## config.mk

```make
export PLATFORM = sky130hd
export DESIGN_NAME = sdcard_spi_arbiter
export DESIGN_NICKNAME = d
export VERILOG_FILES = /design/src/rtl/sdcard_spi_arbiter.sv
export SDC_FILE = /design/constraint.sdc
export NUM_CORES = 1
export LEC_CHECK = 0
export CAP_MARGIN = 40
export CORE_MARGIN = 4
export CORE_UTILIZATION = 25
export CTS_BUF_LIST = sky130_fd_sc_hd__clkbuf_2 sky130_fd_sc_hd__clkbuf_4 sky130_fd_sc_hd__clkbuf_8
export DETAILED_ROUTE_END_ITERATION = 16
export PLACE_DENSITY = 0.41
export SLEW_MARGIN = 10
export SYNTH_ARGS = -nofsm -noshare
export SYNTH_HDL_FRONTEND = slang
export SYNTH_SLANG_ARGS = --single-unit
```

## constraint.sdc

```tcl
create_clock -name clk_peripheral -period 5.5 [get_ports clk_peripheral]
set_clock_uncertainty 0.1 [all_clocks]
set_input_delay 1.1 -clock clk_peripheral [delete_from_list [all_inputs] [get_ports clk_peripheral]]
set_output_delay 1.1 -clock clk_peripheral [all_outputs]
set_load 0.1 [all_outputs]
```

## src/rtl/sdcard_spi_arbiter.sv

```systemverilog
// -----------------------------------------------------------------------------
// sdcard_spi_arbiter
//
// Shares one SD-card SPI channel between two SPI masters. Port A is the Next
// core master and port B is the board-management / boot-loader master. Access
// uses a level request/grant handshake. When both ports request at once, the
// grant goes to the port that did not own the bus last. Between two owners the
// bus is held idle for a guard gap. An owner that stays idle while the other
// port is waiting has its grant revoked.
//
// Ports:
//   clk_peripheral            peripheral clock; all requester signals are
//                             synchronous to it
//   resetn                    asynchronous, active-low reset
//   a_req / b_req             level requests
//   a_gnt / b_gnt             registered grants
//   a_sck, a_mosi, a_cs_n     port A SPI master outputs (used only while granted)
//   b_sck, b_mosi, b_cs_n     port B SPI master outputs (used only while granted)
//   a_miso / b_miso           MISO back to each port (1 when that port is not owner)
//   out_sck, out_mosi         to the SD sequencing block
//   out_cs_n                  to the SD sequencing block (drives its enable_n)
//   out_miso                  from the SD sequencing block
//   owner                     00 none/guard, 01 A, 10 B
//   revoked                   one-cycle pulse when a grant is removed by timeout
// -----------------------------------------------------------------------------
module sdcard_spi_arbiter #(
  parameter int GUARD_CYCLES      = 16,  // legal range 1..255
  parameter int IDLE_TIMEOUT_BITS = 16
) (
  input  logic       clk_peripheral,
  input  logic       resetn,
  input  logic       a_req,
  output logic       a_gnt,
  input  logic       a_sck,
  input  logic       a_mosi,
  input  logic       a_cs_n,
  output logic       a_miso,
  input  logic       b_req,
  output logic       b_gnt,
  input  logic       b_sck,
  input  logic       b_mosi,
  input  logic       b_cs_n,
  output logic       b_miso,
  output logic       out_sck,
  output logic       out_mosi,
  output logic       out_cs_n,
  input  logic       out_miso,
  output logic [1:0] owner,
  output logic       revoked
);

  typedef enum logic [1:0] {
    S_IDLE  = 2'b00,
    S_OWN_A = 2'b01,
    S_OWN_B = 2'b10,
    S_GUARD = 2'b11
  } state_t;

  localparam logic [7:0]                   GUARD_LOAD = 8'(GUARD_CYCLES - 1);
  localparam logic [IDLE_TIMEOUT_BITS-1:0] IDLE_ONE   = IDLE_TIMEOUT_BITS'(1);

  state_t                       state, state_nxt;
  logic                         last_b;     // 1: B was the most recent owner
  logic [7:0]                   guard_cnt;
  logic [IDLE_TIMEOUT_BITS-1:0] idle_cnt;
  logic [IDLE_TIMEOUT_BITS-1:0] idle_inc;

  logic own_req;
  logic own_cs_n;
  logic other_req;
  logic in_own;
  logic idle_qual;
  logic timeout;
  logic leave_own;

  // Signals from the current owner. Outside the OWN states, the defaults keep
  // the idle counter and the timeout logic inactive.
  // NOTE: every signal driven in an always_comb block gets a default value
  // first. Without the default, a path that does not assign the signal
  // would infer a latch.
  always_comb begin
    own_req   = 1'b0;
    own_cs_n  = 1'b1;
    other_req = 1'b0;
    case (state)
      S_OWN_A: begin own_req = a_req; own_cs_n = a_cs_n; other_req = b_req; end
      S_OWN_B: begin own_req = b_req; own_cs_n = b_cs_n; other_req = a_req; end
      default: ;
    endcase
  end

  assign in_own    = (state == S_OWN_A) || (state == S_OWN_B);
  // An idle cycle counts only while the other port waits and no frame is
  // open, so a grant is never revoked in the middle of a frame.
  assign idle_qual = other_req && own_cs_n;
  assign idle_inc  = idle_cnt + IDLE_ONE;
  // The counter reaches all-ones on this edge, which is the
  // (2^IDLE_TIMEOUT_BITS-1)th consecutive idle cycle.
  assign timeout   = idle_qual && (idle_inc == '1);
  // A release by the owner takes priority over a timeout in the same cycle.
  assign leave_own = in_own && (!own_req || timeout);

  // ---------------------------------------------------------------------------
  // State register, counters and registered outputs
  // ---------------------------------------------------------------------------
  // NOTE: sequential state uses non-blocking assignments only, so every
  // flop samples values from before the clock edge, whatever the statement order.
  always_ff @(posedge clk_peripheral or negedge resetn) begin
    if (!resetn) begin
      state     <= S_IDLE;
      last_b    <= 1'b1;
      guard_cnt <= '0;
      idle_cnt  <= '0;
      a_gnt     <= 1'b0;
      b_gnt     <= 1'b0;
      revoked   <= 1'b0;
    end else begin
      state   <= state_nxt;
      a_gnt   <= (state_nxt == S_OWN_A);
      b_gnt   <= (state_nxt == S_OWN_B);
      revoked <= in_own && own_req && timeout;

      if (leave_own) begin
        last_b    <= (state == S_OWN_B);
        guard_cnt <= GUARD_LOAD;
      end else if ((state == S_GUARD) && (guard_cnt != 8'd0)) begin
        guard_cnt <= guard_cnt - 8'd1;
      end

      if (in_own && idle_qual && !leave_own) idle_cnt <= idle_inc;
      else                                   idle_cnt <= '0;
    end
  end

  // ---------------------------------------------------------------------------
  // Next-state logic
  // ---------------------------------------------------------------------------
  always_comb begin
    state_nxt = state;
    case (state)
      S_IDLE: begin
        if (a_req && b_req) state_nxt = last_b ? S_OWN_A : S_OWN_B;
        else if (a_req)     state_nxt = S_OWN_A;
        else if (b_req)     state_nxt = S_OWN_B;
      end
      S_OWN_A, S_OWN_B: if (leave_own)          state_nxt = S_GUARD;
      S_GUARD:          if (guard_cnt == 8'd0)  state_nxt = S_IDLE;
      default:                                  state_nxt = S_IDLE;
    endcase
  end

  // ---------------------------------------------------------------------------
  // SPI mux, selected by the registered state. Any state other than an OWN
  // state drives the idle bus values.
  // ---------------------------------------------------------------------------
  always_comb begin
    out_sck  = 1'b0;
    out_mosi = 1'b1;
    out_cs_n = 1'b1;
    a_miso   = 1'b1;
    b_miso   = 1'b1;
    case (state)
      S_OWN_A: begin
        out_sck  = a_sck;
        out_mosi = a_mosi;
        out_cs_n = a_cs_n;
        a_miso   = out_miso;
      end
      S_OWN_B: begin
        out_sck  = b_sck;
        out_mosi = b_mosi;
        out_cs_n = b_cs_n;
        b_miso   = out_miso;
      end
      default: ;
    endcase
  end

  assign owner = {b_gnt, a_gnt};

endmodule

```

Word level (Yosys, flattened, before mapping)
Cells that the tools add are included.
{ "classes": {"add_sub_neg": 2, "mul": 0, "div": 0, "order_cmp": 0, "eq_ne": 6, "n_shift": 0, "mux": 17, "n_bitwise": 0, "reduce_logical": 18} }
{ "op_table": {"columns": ["operator", "n"], "rows": [
  ["adder 16 x 1 -> 16 bit, second input constant", 1],
  ["== test 16 bit, second input constant", 1],
  ["two-way mux 16 bit", 1],
  ["two-way mux 8 bit", 2],
  ["two-way mux 2 bit", 6],
  ["case mux 1 bit (2 select lines)", 5],
  ["logical AND 1 bit", 9],
  ["zero test 8 bit", 1],
  ["nonzero test 8 bit", 1],
  ["subtractor 8 x 1 -> 8 bit, second input constant", 1],
  ["== test 2 bit, second input constant", 3],
  ["case mux 2 bit (3 select lines)", 1],
  ["== test 2 x 1 -> 1 bit, second input constant", 2],
  ["zero test 1 bit", 2],
  ["zero test 2 bit", 1],
  ["logical OR 1 bit", 2],
  ["two-way mux 1 bit", 2],
  ["nonzero test 2 bit", 1],
  ["OR reduction 2 bit", 1]
]} }
{ "totals": {"register_bits": 30, "latch_bits": 0, "ramBits": 0, "romBits": 0, "in_bits": 11, "output_inout_bits": 10, "word_cells": 50, "memories": 0} }

Longest topological paths before layout
{ "depth": {"ltp_word": 9, "mapped_depth": 12} }

Worst setup path before layout
OpenSTA, ideal clock, no wires.
{ "synth_timing": {"kind": "input to output", "startpoint": "input b_sck", "endpoint": "output out_sck", "t_arrival_ns": 2.431, "required_ns": 4.300, "path_slack_ns": 1.869, "cell_stages": 2, "path_cell_list": "a22oi_1 > nor2_1"} }
{ "synth_via": {"elab_chain_cells": 1} }
{ "synth_lines": {"columns": ["element", "line", "source"], "rows": [
  ["from (decl)", "40", "input logic b_sck,"],
  ["case mux 1 bit (2 select lines)", "162", "case (state)"],
  ["to (decl)", "44", "output logic out_sck,"]
]} }
Every way passes these cells.

Worst setup path after layout
{ "layout_timing": {"startpoint": "input b_cs_n", "endpoint": "output out_cs_n"} }
{ "layout_via": {"elab_chain_cells": 1} }
{ "layout_lines": {"columns": ["element", "line", "source"], "rows": [
  ["from (decl)", "42", "input logic b_cs_n,"],
  ["case mux 1 bit (2 select lines)", "162", null],
  ["to (decl)", "46", "output logic out_cs_n,"]
]} }
Every way passes these cells.

==> flow_metrics.py <==
metrics = {
    "run_status": {
        "status": "completed",
    },
    "routing": {
        "vias": 1504,
        "detail-route-antenna-nets": 0,
        "dr.pass1.iters": 4,
        "viasPerCell": 4.59,
        "drtIter0Drc": 51,
        "wire_per_inst_um": 12.8,
        "route.detailed.drc": 0,
        "drt_wl_total_um": 4200,
    },
    "synth": {
        "ys_ff_latch": 30,
        "yosys_warnings": 0,
        "synth-edff-count": 0,
        "ys_types": 47,
        "synthMuxAreaShare_pct": 0.529,
        "syn_area_um2": 1890,
        "dominantRegCellSynth": "dfrtp_1",
        "synthXorXnorAreaFrac_pct": 9.27,
        "synth_compound_area_share_pct": 10.9,
        "synth_nets": 216,
        "synthCells": 197,
        "synth.avg_cell_area_um2": 9.60,
        "ys_seq_area_share_pct": 39.8,
        "synthAdderAreaFrac_pct": 5.29,
        "synth_top_family_by_area": "simple AND/OR/NAND/NOR gates",
        "synthSimpleGateAreaFrac_pct": 29.1,
        "async_flop_share_pct": 100,
    },
    "critical_path": {
        "reg2reg_slack_ps": 2470,
        "criticalPathCategory": "in2out",
        "crit_path_max_fanout": 2,
        "reg2reg_from": "state[0]",
        "critPathArrivalTime_ps": 2470,
        "reg2regPathDepth": 10,
        "cp-end-kind": "primary output",
        "reg2reg_to": "idle_cnt[15]",
        "required_ps": 4300,
        "critPathLaunchType": "input pin",
    },
    "cts": {
        "numCtsBuffers": 5,
        "cts_buffer_depth": 2,
        "cts_root_buf": "clkbuf_8",
        "clkLatencyLatePin_ps": 280,
        "cts_setup_buffers": 0,
        "htreeDepth": 2,
        "holdBufCountCts": 0,
        "clk_pin_slew_worst_paths_ps": 60,
        "cts_resized": 0,
        "cts_tree": "built",
        "cts_sinks": 30,
    },
    "finish": {
        "diodes": 0,
        "final_common_cell": "dfrtp_1",
        "nFillCells": 775,
        "ff_latch_area_um2": 752,
        "area_growth_syn_to_layout_pct": 28.4,
        "multi_input_area_um2": 1040,
        "fin_util_pct": 33.3,
        "drive_gt1_share_pct": 16.2,
        "mostFrequentLayoutCells": "dfrtp_1 (29), clkdlybuf4s50_1 (20), nand2_1 (19)",
        "layout.nets": 248,
    },
    "grt": {
        "grt_busiest_layer": "met2",
        "gr-total-overflow": 0,
        "grt_usage_pct": 10.6,
        "use_met3_pct": 2.79,
        "antenna_found_initial": 0,
        "grt_util_met1_pct": 13.7,
        "grt_pass1_wl_um": 7390,
        "grt_max_degree": 31,
        "met2_usage_pct": 16.4,
        "grt_pass1_vias": 1521,
    },
    "timing": {
        "finalSetupViolCount": 0,
        "worst_hold_slack_ps": 418,
        "slew-limit-headroom_pct": 62.7,
        "tightest_slew_ps": 555,
        "period_share_pct": 66.8,
        "drv_slew": 0,
        "period_minus_slack_ps": 3670,
        "rsz0062_at_grt": "false",
        "fin_tns_setup_ps": 0,
        "hold_viol": 0,
        "max_freq_mhz": 272,
    },
    "job": {
        "max_cap_viol_count": 0,
    },
    "place": {
        "dp_hpwl_um": 3120,
        "port_buffers": 20,
        "place_congestion": 0.775,
    },
    "min_path": {
        "min_path_cells": 2,
        "hold_start": "last_b",
        "holdPathEnd": "last_b",
        "hp-class": "reg2reg",
    },
    "floorplanning": {
        "core_area_um2": 7290,
        "die_width_um": 95.0,
        "start_util_pct": 25.9,
        "row_count": 31,
        "die_h_um": 95.0,
        "ios": 21,
        "die_area_um2": 9020,
    },
    "pwr": {
        "power.leakage_nw": 0.966,
        "p_total_mw": 1.18,
        "ir_worst_vdd_uv": 161,
        "power-per-cell-area_nw_per_um2": 485,
    },
}
layer usage:
| layer | up-vias | wire (um) |
|---|---|---|
| met5 | - | 0 |
| met2 | 28 | 1860 |
| met4 | 0 | 82 |
| met3 | 5 | 212 |
| li1 | 758 | - |
| met1 | 713 | 2050 |
where the power goes:
part | total, mW | switching (mW) | internal (mW)
registers | 0.270 | 0.0202 | 0.250
logic | 0.731 | 0.465 | 0.266
clock network | 0.176 | 0.0787 | 0.0968
registers in the layout (all words and copies together), names as in the netlist:
register and count:
revoked 1, b_gnt 1, last_b 1, state 2
idle_cnt 16, a_gnt 1, guard_cnt 8
worst max-delay path: stages:
cell,delay [ps]
clkdlybuf4s50_1,480
a22oi_2,70
nand2_1,90
clkdlybuf4s50_1,530
buf_8,210
Yosys cell counts (5+ instances only):
| cell type | n | area (um^2) |
|---|---|---|
| xnor2_1 | 9 | 78.8 |
| nor2_4 | 7 | 78.8 |
| nand2_1 | 19 | 71.3 |
| or3_1 | 5 | 31.3 |
| dfrtp_1 | 29 | 726 |
| nand3_1 | 10 | 50.1 |
| ha_1 | 8 | 100 |
| xor2_1 | 11 | 96.3 |
| inv_1 | 9 | 33.8 |
| nor2_1 | 15 | 56.3 |
| nand4_1 | 6 | 37.5 |
how the worst max path moves through the flow:
| stage | start | endpoint | slack [ps] | cells past startpoint |
|---|---|---|---|---|
| 2_1_floorplan | b_sck | out_sck | 1870 | 2 |
| 3_3_place_gp | b_sck | out_sck | 1430 | 4 |
| 3_5_place_dp | a_req | idle_cnt[15] | 1740 | 9 |
| 4_1_cts | a_cs_n | out_cs_n | 1820 | 5 |
| 5_1_grt | b_sck | out_sck | 1770 | 5 |
| 6_report | b_cs_n | out_cs_n | 1830 | 5 |
cells by family after synthesis:
family,count (synthesis)
flip-flops,30
adder cells (fa/ha/maj),8
buffers and inverters,17
AND/OR/NAND/NOR,92
XOR/XNOR,20
multiplexers,1
AO/OA/AOI/OAI,29
per-stage QoR:
step	setup slack (ps)	cell area, um^2	cells
after global placement	1430	2170	311
after detailed placement	1740	2340	321
final	1830	2430	328
after global routing	1770	2430	328
after floorplan	1870	1890	197
after CTS	1820	2430	328
area by class of cell:
class | instances | share of cell area, %
inverters | 10 | 1.55
well taps | 99 | 5.10
repair buffers | 32 | 16.1
multi-input cells | 150 | 42.8
clock buffers | 7 | 3.45
flip-flops and latches | 30 | 31.0
Power figures use the tool's default switching activity.
